`src/rtl/bus_generator_arbiter.sv`:
```
// Shared-bus arbiter. It pops one packet at a time from the per-device FIFOs in round-robin order
// and delivers it to the destination device, or to every other device for a broadcast.
//
// state | meaning
// IDLE  | waiting for a pending FIFO; arbitrates at each edge
// POP   | pop strobe high for the granted FIFO; head captured at the closing edge
// PUSH  | push strobes high for the routed destinations; D_push carries the packet
module bus_generator_arbiter #(
  parameter int         drvrs     = 8,
  parameter int         pckg_sz   = 32,
  parameter logic [7:0] broadcast = 8'hFF
) (
  input  logic                     clk,
  input  logic                     reset,
  input  logic [drvrs-1:0]         pndng,
  input  logic [drvrs*pckg_sz-1:0] D_pop,
  output logic [drvrs-1:0]         pop,
  output logic [drvrs-1:0]         push,
  output logic [drvrs*pckg_sz-1:0] D_push
);

  localparam int IW = (drvrs > 1) ? $clog2(drvrs) : 1;

  typedef enum logic [1:0] {IDLE, POP, PUSH} state_t;

  state_t                   r_state, w_state_nxt;
  // The last grant is also the source of the packet in flight.
  logic [IW-1:0]            r_last, w_last_nxt, w_sel;
  logic                     w_found;
  int                       w_dist, w_best;
  logic [drvrs-1:0]         r_pop, r_push, w_pop_nxt, w_push_nxt, w_route;
  logic [drvrs*pckg_sz-1:0] r_d_push, w_d_push_nxt;
  logic [pckg_sz-1:0]       w_pkt;
  logic [7:0]               w_dst;

  assign pop    = r_pop;
  assign push   = r_push;
  assign D_push = r_d_push;

  // Round-robin: the pending device closest after r_last (distance 1..drvrs) wins.
  always_comb begin
    w_found = 1'b0;
    w_sel   = '0;
    w_best  = drvrs + 1;
    w_dist  = 0;
    for (int i = 0; i < drvrs; i++) begin
      w_dist = (i > int'(r_last)) ? (i - int'(r_last)) : (i - int'(r_last) + drvrs);
      if (pndng[i] && (w_dist < w_best)) begin
        w_best  = w_dist;
        w_sel   = IW'(i);
        w_found = 1'b1;
      end
    end
  end

  always_comb begin
    w_pkt = '0;
    for (int i = 0; i < drvrs; i++) begin
      if (r_last == IW'(i)) w_pkt = D_pop[i*pckg_sz +: pckg_sz];
    end
  end

  assign w_dst = w_pkt[pckg_sz-1 -: 8];

  always_comb begin
    w_route = '0;
    if (w_dst == broadcast) begin
      for (int i = 0; i < drvrs; i++) w_route[i] = (r_last != IW'(i));
    end else if ({1'b0, w_dst} < 9'(drvrs)) begin
      for (int i = 0; i < drvrs; i++) w_route[i] = (w_dst == 8'(i));
    end
  end

  always_comb begin
    w_state_nxt  = r_state;
    w_last_nxt   = r_last;
    w_pop_nxt    = '0;
    w_push_nxt   = '0;
    w_d_push_nxt = r_d_push;
    case (r_state)
      IDLE: begin
        if (w_found) begin
          w_last_nxt  = w_sel;
          w_state_nxt = POP;
          for (int i = 0; i < drvrs; i++) w_pop_nxt[i] = (w_sel == IW'(i));
        end
      end
      POP: begin
        w_push_nxt   = w_route;
        w_d_push_nxt = {drvrs{w_pkt}};
        w_state_nxt  = PUSH;
      end
      PUSH:    w_state_nxt = IDLE;
      default: w_state_nxt = IDLE;
    endcase
  end

  always_ff @(posedge clk) begin
    if (reset) begin
      r_state  <= IDLE;
      r_last   <= IW'(drvrs - 1);
      r_pop    <= '0;
      r_push   <= '0;
      r_d_push <= '0;
    end else begin
      r_state  <= w_state_nxt;
      r_last   <= w_last_nxt;
      r_pop    <= w_pop_nxt;
      r_push   <= w_push_nxt;
      r_d_push <= w_d_push_nxt;
    end
  end

endmodule

```
`config.mk`:
```
export PLATFORM = sky130hd
export DESIGN_NAME = bus_generator_arbiter
export DESIGN_NICKNAME = d
export VERILOG_FILES = /design/src/rtl/bus_generator_arbiter.sv
export SDC_FILE = /design/constraint.sdc
export NUM_CORES = 1
export LEC_CHECK = 0
export ABC_AREA = 0
export ABC_CLOCK_PERIOD_IN_PS = 30100
export BUFFER_PORTS_ARGS = -buffer_cell sky130_fd_sc_hd__buf_2
export CORE_AREA = 2 2 212 214
export CTS_BUF_LIST = sky130_fd_sc_hd__clkbuf_16
export DETAILED_ROUTE_END_ITERATION = 10
export DIE_AREA = 0 0 214 216
export PLACE_DENSITY = 0.48
export SLEW_MARGIN = 20
export SYNTH_ARGS = -nofsm -noshare
export SYNTH_HDL_FRONTEND = slang
export SYNTH_SLANG_ARGS = --single-unit
```
`constraint.sdc`:
```
create_clock -name clk -period 30.1 [get_ports clk]
set_clock_uncertainty 0.2 [all_clocks]
set_input_delay 0 -clock clk [delete_from_list [all_inputs] [get_ports clk]]
set_output_delay 0 -clock clk [all_outputs]
set_load 0.02 [all_outputs]
```
==> results.cfg, run 1 <==
[status]
status = completed

[setup_path]
critPathRequiredTime_ps = 30100
reg2reg_slack_ps = 15300
worst-r2r-cell-count = 54
crit_fanout = 34
cp_slowest_cell = dfxtp_1
r2r_start = r_last[2]
cp-start-kind = register
cp_common_cell = ha_1
r2r-end = r_last[2]
endpoint_kind = register
cp.arrival_ps = 14800
cpPeakStageDelay_ps = 750
worstSetupPathType = register to register

[cts]
clock_path_buffers = 2
numCtsBuffers = 5
cts_max_level = 2
clk_latency_ps = 300
cts-resized-gates = 0
cts_tree = done
ctsRootBufferMaster = clkbuf_16
clock-sinks = 53
cts.clk_slew.worst_paths_ps = 70

[power]
p_per_area_nw_per_um2 = 113
ir_drop_mv = 0.0774
total_power_mw = 1.08
p_leak_nw = 4.80

[timing]
finalCritPeriodShare_pct = 49.2
final-setup-viol-count = 0
slew_viol_final = 0
worstMarginPinSlew_ps = 989
slew_headroom_pct = 33.6
fin_setup_tns_ps = 0
post-route-min-period_ps = 14800
rsz0062_at_grt = false
max_freq_mhz = 67.6
hold_slack_ps = 26.1
hold_viol = 0

[floorplan]
die_w_um = 214
die-area_sq_um = 46200
io_pins = 538
core-area_sq_um = 43800
die_y_um = 216
rows = 77
initial_core_util_pct = 16.7

[final_layout]
area_growth_pct = 31.0
regArea_sq_um = 1060
drive_above_1_share_pct = 42.1
multiInputGateArea_sq_um = 4270
fin_nets = 1702
fillers = 4996

[grt]
antenna_found_initial = 3
globalRouteTotalUtil_pct = 14.7
grt_max_degree = 67
grt_pass1_wl_um = 51200
gr-total-overflow = 0
grt_pass1_vias = 7790

[route]
detail-route-antenna-nets = 0
dr.pass1.iters = 6
wire_per_inst_um = 18.2
via_per_inst = 4.32
drt_iter0_drc = 618
drt-total-wl_um = 36300
drc = 0
vias = 8629

[logic_synthesis]
async_reset_ff_share_pct = 0
synth_most_common_cell = buf_4
synth-main-ff-cell = dfxtp_1
syn_area_sq_um = 7330
avgSynthCellArea_sq_um = 6.75
yosys_register_bits = 53
seq_area_frac_synth_pct = 14.5
synth_top_area_share_pct = 22.9
synth_area_leader_cell = buf_4
synth_edf_count = 0
ys_types = 75
synth_common_cells = 224 x buf_4, 137 x nand2_1, 123 x nor2_1, 76 x a21oi_1, 71 x o21ai_0
postSynthCellCount = 1086
synth.area.top_cells = buf_4 23%, dfxtp_1 14%, nand2_1 7.0%, nor2_1 6.3%, o211ai_1 6.2%
synth_warnings = 0

[place]
io_buffers = 537
gp_congestion = 0.924
hpwl_um = 29500

[job]
drv_cap = 0

[hold_path]
min_path_cells = 7
hold_path_end = D_push[225]
worst_hold_path_type = primary input to register
min_from = D_pop[161]
how the worst max path moves through the flow:
stage                     startpoint        end  cells past startpoint
after detailed placement   r_last[2]  r_last[2]                     53
after floorplan            r_last[1]  r_last[2]                     56
after CTS                  r_last[2]  r_last[2]                     54
after global placement     r_last[2]  r_last[2]                     54
final                      r_last[2]  r_last[2]                     54
after global routing       r_last[2]  r_last[2]                     54
worst max-delay path, delay by kind of cell (launching register included):
family / cells / cell delay [ps]
buffers and inverters: 4 / 1150
DFF: 1 / 750
AOI/OAI and AO/OA: 26 / 7020
and+or+nand+nor: 14 / 2520
muxes: 2 / 750
adders and majority gates: 8 / 2250
per-layer routing:
layer	GRT usage, %	vias to the layer above	share of wire, %
met5	0	-	0.083
met4	3.59	4	1.7
met3	1.90	28	5.8
met2	23.8	373	46
met1	20.7	4002	46
li1	-	4222	-
timing repair:
item	CTS	global route
hold buffers	51	0
endpoints found under the hold margin	32	0
buffers inserted	0	0
layout make-up:
| cell class | count | area share, % |
|---|---|---|
| clock inverters | 3 | 0.456 |
| well taps | 592 | 7.71 |
| repair buffers | 599 | 34.1 |
| multi-input cells | 719 | 44.4 |
| flip-flops and latches | 53 | 11.0 |
| clock buffers | 5 | 1.30 |
| inverters | 24 | 0.937 |
| diodes | 1 | 0.0260 |
sequential cells by signal (all words and copies together), names as in the netlist:
name and flops:
D_push 32, pop 8, push 8, r_last 3
r_state 2
cell usage in the layout (no fill, tap or decap), types with 3 or more instances in the layout:
cell type and instances:
a21oi_1 76, a211oi_1 12, nand2_1 136, ha_1 33
nor2b_1 4, o211ai_1 61, o21ai_0 71, dlygate4sd3_1 51
inv_2 3, nor4_1 3, nor3b_1 4, buf_2 537
a311oi_1 38, conb_1 3, o21a_1 3, nand3b_1 3
buf_4 11, mux2_2 3, or2_2 3, a31oi_1 4
a21oi_2 3, nand2b_1 6, nand3_1 43, a21o_1 4
nor3_1 9, inv_1 19, dfxtp_1 53, a22oi_1 8
clkbuf_16 5, a211o_1 3, and2_1 4, mux2i_1 4
and3_1 6, nor2_1 123
logic make-up (layout without fill, tap and decap cells):
logic type               after synthesis  count (layout)  share of synthesized area, %
AO/OA/AOI/OAI                        307             307                          28.1
XOR/XNOR                               4               4                         0.683
adder cells (fa/ha/maj)               34              34                          5.80
buffers and inverters                315             631                          27.7
flip-flops                            53              53                          14.5
multiplexers                           8               8                          1.21
other                                  2               4                         0.102
AND/OR/NAND/NOR                      363             363                          21.9
through the flow:
stage | cells | setup slack [ps] | utilization, % | instance area, sq um
after global routing | 1996 | 13970 | 21.9 | 9610
after floorplan | 1087 | 17770 | - | 7340
after detailed placement | 1936 | 15380 | 20.4 | 8930
final | 1996 | 15300 | 21.9 | 9610
after global placement | 1936 | 15610 | 20.4 | 8930
after CTS | 1995 | 15350 | 21.9 | 9610
report_power, final:
| group | internal [mW] | total (mW) | switching (mW) |
|---|---|---|---|
| clock | 0.0395 | 0.0697 | 0.0301 |
| combinational | 0.299 | 0.866 | 0.567 |
| sequential | 0.0951 | 0.149 | 0.0534 |
Power figures use the tool's default switching activity.
==> run 2: changes to the inputs <==
--- a/config.mk
+++ b/config.mk
@@ -6,13 +6,13 @@
 export NUM_CORES = 1
 export LEC_CHECK = 0
 export ABC_AREA = 0
-export ABC_CLOCK_PERIOD_IN_PS = 30100
+export ABC_CLOCK_PERIOD_IN_PS = 14100
 export BUFFER_PORTS_ARGS = -buffer_cell sky130_fd_sc_hd__buf_2
-export CORE_AREA = 2 2 212 214
+export CORE_AREA = 2 2 209 211
 export CTS_BUF_LIST = sky130_fd_sc_hd__clkbuf_16
 export DETAILED_ROUTE_END_ITERATION = 10
-export DIE_AREA = 0 0 214 216
-export PLACE_DENSITY = 0.48
+export DIE_AREA = 0 0 211 213
+export PLACE_DENSITY = 0.49
 export SLEW_MARGIN = 20
 export SYNTH_ARGS = -nofsm -noshare
 export SYNTH_HDL_FRONTEND = slang
==> constraint.sdc (replaced) <==
create_clock -name clk -period 14.1 [get_ports clk]
set_clock_uncertainty 0.2 [all_clocks]
set_input_delay 0 -clock clk [delete_from_list [all_inputs] [get_ports clk]]
set_output_delay 0 -clock clk [all_outputs]
set_load 0.02 [all_outputs]
==> run 2 against run 1 <==
Compared with the run above: largest cell class unchanged; setup slack worse by 14000 ps; clock-buffer cell count unchanged; critical path depth up 4; flip-flop and latch count unchanged; power up 120%; utilization up 0.63 points; combinational power up 120%; critical endpoint unchanged; hold slack better by 13 ps; first-iteration DRC count down 1.6%; wire length about the same; largest power group unchanged; highest routed layer unchanged.
==> results.cfg, run 2 (synthesis results as in run 1) <==
[cts]
ctsRootBufferMaster = clkbuf_16
cts_max_level = 2
clock-sinks = 53
clock_path_buffers = 2
clk_latency_ps = 310
cts.clk_slew.worst_paths_ps = 80
cts_tree = done
numCtsBuffers = 5

[power]
seqPwrFrac_pct = 13.2
p_leak_nw = 4.85
total_power_mw = 2.35
power.switching_mw = 1.41
swShare_pct = 59.9
clkPwrFrac_pct = 6.6
p_per_area_nw_per_um2 = 244
comb_power_share_pct = 80.2
internal_power_mw = 0.942
ir_drop_mv = 0.144

[timing]
final-setup-viol-count = 0
hold_slack_ps = 38.7
fin_setup_tns_ps = 0
rsz0062_at_grt = false
finalWorstSetupSlack_ps = 1260
finalCritPeriodShare_pct = 91.1
slew_headroom_pct = 40.6
post-route-min-period_ps = 12840
hold_viol = 0
slew_viol_final = 0
max_freq_mhz = 77.9
worstMarginPinSlew_ps = 890

[floorplan]
die_y_um = 213
die_w_um = 211
io_pins = 538
core-area_sq_um = 42700
initial_core_util_pct = 17.2
rows = 76
die-area_sq_um = 44900

[final_layout]
fillers = 4793
largest_reg_flops = 32
layout_commonest_cell = buf_2
layout_common_cells = 537 x buf_2, 136 x nand2_1, 123 x nor2_1
regArea_sq_um = 1060
final_cells = 1961
area_growth_pct = 31.3
multiInputGateArea_sq_um = 4270
drive_above_1_share_pct = 42.6
fin_nets = 1712
final_core_util_pct = 22.5
final_area_sq_um = 9630

[route]
drt-total-wl_um = 36300
drt_iter0_drc = 608
dr.pass1.iters = 5
wire_per_inst_um = 18.5
detail-route-antenna-nets = 0
drc = 0
via_per_inst = 4.43
vias = 8680

[setup_path]
cp-start-kind = register
crit_fanout = 11
worstSetupPathType = register to register
cp.arrival_ps = 12850
cp_slowest_cell = or4_1
cpPeakStageDelay_ps = 440
cp_common_cell = ha_1
endpoint_kind = register
critPathRequiredTime_ps = 14110

[grt]
grt_pass1_wl_um = 49400
antenna_found_initial = 4
grt_max_degree = 67
grt_pass1_vias = 7553
globalRouteTotalUtil_pct = 14.9
gr-total-overflow = 0

[place]
hpwl_um = 29100
dpl_worst_slack_ps = 1450
place_inst = 1901
placed_area_sq_um = 8950
gp_congestion = 0.909
io_buffers = 537

[job]
drv_cap = 0

[status]
status = completed

[hold_path]
worst_hold_path_type = primary input to register
[run 2: cell count changes in the layout (fill, tap and decap cells not counted)]
cell / previous run / this run
diode_2: 1 / 2
buf_4: 11 / 22
dlygate4sd3_1: 51 / 50
[run 2: metal layers]
metal  track usage (%)  wire length, um
met5                 0               28
met4              2.70              378
met3              1.38             1750
met2              24.3            16800
met1              21.4            17400
[run 2: cell type report]
type / instances / share of cell area (%)
Antenna cell: 2 / 0.0520
Clock buffer: 5 / 1.30
Clock inverter: 3 / 0.455
Inverter: 24 / 0.936
Multi-Input combinational cell: 719 / 44.3
Sequential cell: 53 / 11.0
Tap cell: 546 / 7.10
Timing Repair Buffer: 609 / 34.8
[run 2: path summary, 6_finish.rpt]
kind	from	to	slack, ps	cells after the start
worst min-delay path	D_pop[212]	D_push[244]	40	5
worst min register to register	D_push[253]	D_push[253]	380	2
worst max register to register	r_last[1]	r_last[2]	1260	58
worst max-delay path	r_last[1]	r_last[2]	1260	58
[run 2: worst max-delay path: cells and delay by family, from the launching register on]
kind,cells,cell delay [ps]
AO/OA/AOI/OAI,25,5330
flip-flops,1,330
buffers and inverters,4,510
AND/OR/NAND/NOR,18,3230
multiplexers,2,700
adder cells (fa/ha/maj),9,2430
[run 2: what timing repair did]
item / in CTS / in global routing
hold buffers: 50 / 0
gates resized for setup: 0 / 0
endpoints found under the hold margin: 32 / 0
setup endpoints to repair: 0 / 0
buffers inserted: 0 / 0
[run 2: power groups by stage]
| stage | Combinational, mW | Sequential, mW | Clock, mW |
|---|---|---|---|
| finish | 1.89 | 0.310 | 0.155 |
| detailed placement | 1.84 | 0.319 | 0 |
| global route | 2.04 | 0.325 | 0.166 |
| floorplan | 1.52 | 0.343 | 0 |
| global placement | 1.86 | 0.312 | 0 |
| CTS | 1.89 | 0.315 | 0.164 |
==> run 3: changes to the inputs <==
--- a/config.mk
+++ b/config.mk
@@ -5,14 +5,14 @@
 export SDC_FILE = /design/constraint.sdc
 export NUM_CORES = 1
 export LEC_CHECK = 0
-export ABC_AREA = 0
+export ABC_AREA = 1
 export ABC_CLOCK_PERIOD_IN_PS = 14100
 export BUFFER_PORTS_ARGS = -buffer_cell sky130_fd_sc_hd__buf_2
-export CORE_AREA = 2 2 209 211
+export CORE_AREA = 2 2 207 209
 export CTS_BUF_LIST = sky130_fd_sc_hd__clkbuf_16
 export DETAILED_ROUTE_END_ITERATION = 10
-export DIE_AREA = 0 0 211 213
-export PLACE_DENSITY = 0.49
+export DIE_AREA = 0 0 209 211
+export PLACE_DENSITY = 0.38
 export SLEW_MARGIN = 20
 export SYNTH_ARGS = -nofsm -noshare
 export SYNTH_HDL_FRONTEND = slang
==> run 3 against run 2 <==
Compared with the run above: global-route usage grew 1.3 points; sequential power shrank 1%; non-clock buffer count shrank 6; maximum frequency grew 30%; register-to-register slack gained 3000 ps; final area shrank 2.0%; utilization is essentially flat; combinational power is essentially flat; first-iteration DRC count shrank 13%; sequential share of layout area grew 0.22 points; clock power shrank 3%; via count shrank 0.17%; critical endpoint is now r_last[0].
==> results.cfg, run 3 <==
[floorplan]
die_w_um = 209
core-area_sq_um = 41800
rows = 75
io_pins = 538
die-area_sq_um = 44100
die_y_um = 211
initial_core_util_pct = 17.1

[hold_path]
worst_hold_path_type = primary input to register
min_path_cells = 7

[logic_synthesis]
seq_area_frac_synth_pct = 14.8
synth_warnings = 0
syn_area_sq_um = 7160
synth_most_common_cell = buf_4
synth_edf_count = 0
avgSynthCellArea_sq_um = 6.29
synth.area.top_cells = buf_4 24%, dfxtp_1 15%, nand2_1 11%, o21ai_0 6.4%, o211ai_1 6.4%
synth_area_leader_cell = buf_4
synth-main-ff-cell = dfxtp_1
async_reset_ff_share_pct = 0
postSynthCellCount = 1139
yosys_register_bits = 53
ys_types = 39
synth_top_area_share_pct = 23.7
synth_common_cells = 226 x buf_4, 209 x nand2_1, 100 x nor2_1, 92 x o21ai_0, 91 x nand3_1

[place]
place_inst = 1945
dpl_worst_slack_ps = 4400
io_buffers = 537
placed_area_sq_um = 8720
hpwl_um = 29900
gp_congestion = 0.853

[setup_path]
worst-r2r-cell-count = 60
cpPeakStageDelay_ps = 650
critPathRequiredTime_ps = 14080
endpoint_kind = register
cp.arrival_ps = 9820
cp_slowest_cell = dfxtp_1
crit_fanout = 12
worstSetupPathType = register to register
cp_common_cell = nand2_1
cp-start-kind = register

[job]
drv_cap = 0

[timing]
slew_headroom_pct = 29.6
slew_viol_final = 0
finalWorstSetupSlack_ps = 4260
max_freq_mhz = 102
post-route-min-period_ps = 9840
fin_setup_tns_ps = 0
rsz0062_at_grt = false
worstMarginPinSlew_ps = 1060
finalCritPeriodShare_pct = 69.8
final-setup-viol-count = 0
hold_slack_ps = 19.0
hold_viol = 0

[route]
drt-total-wl_um = 38000
vias = 8665
dr.pass1.iters = 5
via_per_inst = 4.32
detail-route-antenna-nets = 0
drc = 0
wire_per_inst_um = 18.9
drt_iter0_drc = 530

[power]
p_per_area_nw_per_um2 = 252
ir_drop_mv = 0.0911
p_leak_nw = 5.12
total_power_mw = 2.38

[cts]
ctsRootBufferMaster = clkbuf_16
cts_setup_buffers = 0
clock-sinks = 53
cts.clk_slew.worst_paths_ps = 80
clock_path_buffers = 2
clk_latency_ps = 310
numCtsBuffers = 5
cts_tree = done
cts_max_level = 2

[final_layout]
final_cells = 2008
fin_nets = 1767
layout_commonest_cell = buf_2
largest_reg_flops = 32
area_growth_pct = 31.8
final_core_util_pct = 22.6
layout_common_cells = 537 x buf_2, 204 x nand2_1, 99 x nor2_1
drive_above_1_share_pct = 41.1
final_area_sq_um = 9440

[grt]
gr-total-overflow = 0
grt_pass1_wl_um = 53100
globalRouteTotalUtil_pct = 16.2
antenna_found_initial = 3
grt_max_degree = 66
grt_pass1_vias = 8202

[status]
status = completed
==> run 3: area by class of cell <==
| type | count | area (sq um) |
|---|---|---|
| diodes | 1 | 2.50 |
| clock buffers | 5 | 125 |
| clock inverters | 3 | 46.3 |
| fillers | 4835 | 32300 |
| inverters | 63 | 244 |
| multi-input cells | 741 | 3960 |
| flip-flops and latches | 53 | 1060 |
| well taps | 539 | 674 |
| repair buffers | 603 | 3320 |
==> run 3: cells by family (layout without fill, tap and decap cells) <==
family | Yosys count | count (layout) | share of synthesized area [%]
xor gates and xnor gates | 1 | 1 | 0.122
AOI/OAI and AO/OA | 254 | 254 | 21.2
buffers and inverters | 346 | 674 | 30.2
other | 2 | 4 | 0.105
DFF | 53 | 53 | 14.8
and+or+nand+nor | 449 | 449 | 27.6
adders and majority gates | 34 | 34 | 5.94
==> run 3: timing repair <==
action                                  CTS  global route
hold buffers                             54             0
resized for setup                         0             0
endpoints found under the setup margin    0             0
endpoints found under the hold margin    30             0
==> run 3: worst max-delay path: cells and delay by family, from the launching register on <==
kind,cells,cell delay (ps)
simple gates,37,3560
flops,1,650
buf+inv,6,600
compound gates,8,1930
fa+ha+maj,9,2750
==> run 3: worst paths after layout <==
kind / from / endpoint / slack [ps]
hold / removal: pndng[7] / pop[7] / 20
setup reg to reg: r_last[1] / r_last[0] / 4260
setup / recovery: r_last[1] / r_last[0] / 4260
hold reg to reg: D_push[246] / D_push[246] / 370
==> run 3: metal layers <==
| metal | track usage [%] | up-vias | wire length (um) |
|---|---|---|---|
| met5 | 0 | - | 27 |
| met4 | 3.25 | 4 | 653 |
| met1 | 21.8 | 4050 | 17300 |
| met3 | 2.25 | 30 | 1690 |
| met2 | 27.6 | 320 | 18300 |
| li1 | - | 4261 | - |
==> run 3: report_power, final <==
| part | internal [mW] | switching [mW] |
|---|---|---|
| Combinational | 0.618 | 1.30 |
| Sequential | 0.199 | 0.108 |
| Clock | 0.0845 | 0.0666 |
| Total | 0.902 | 1.47 |
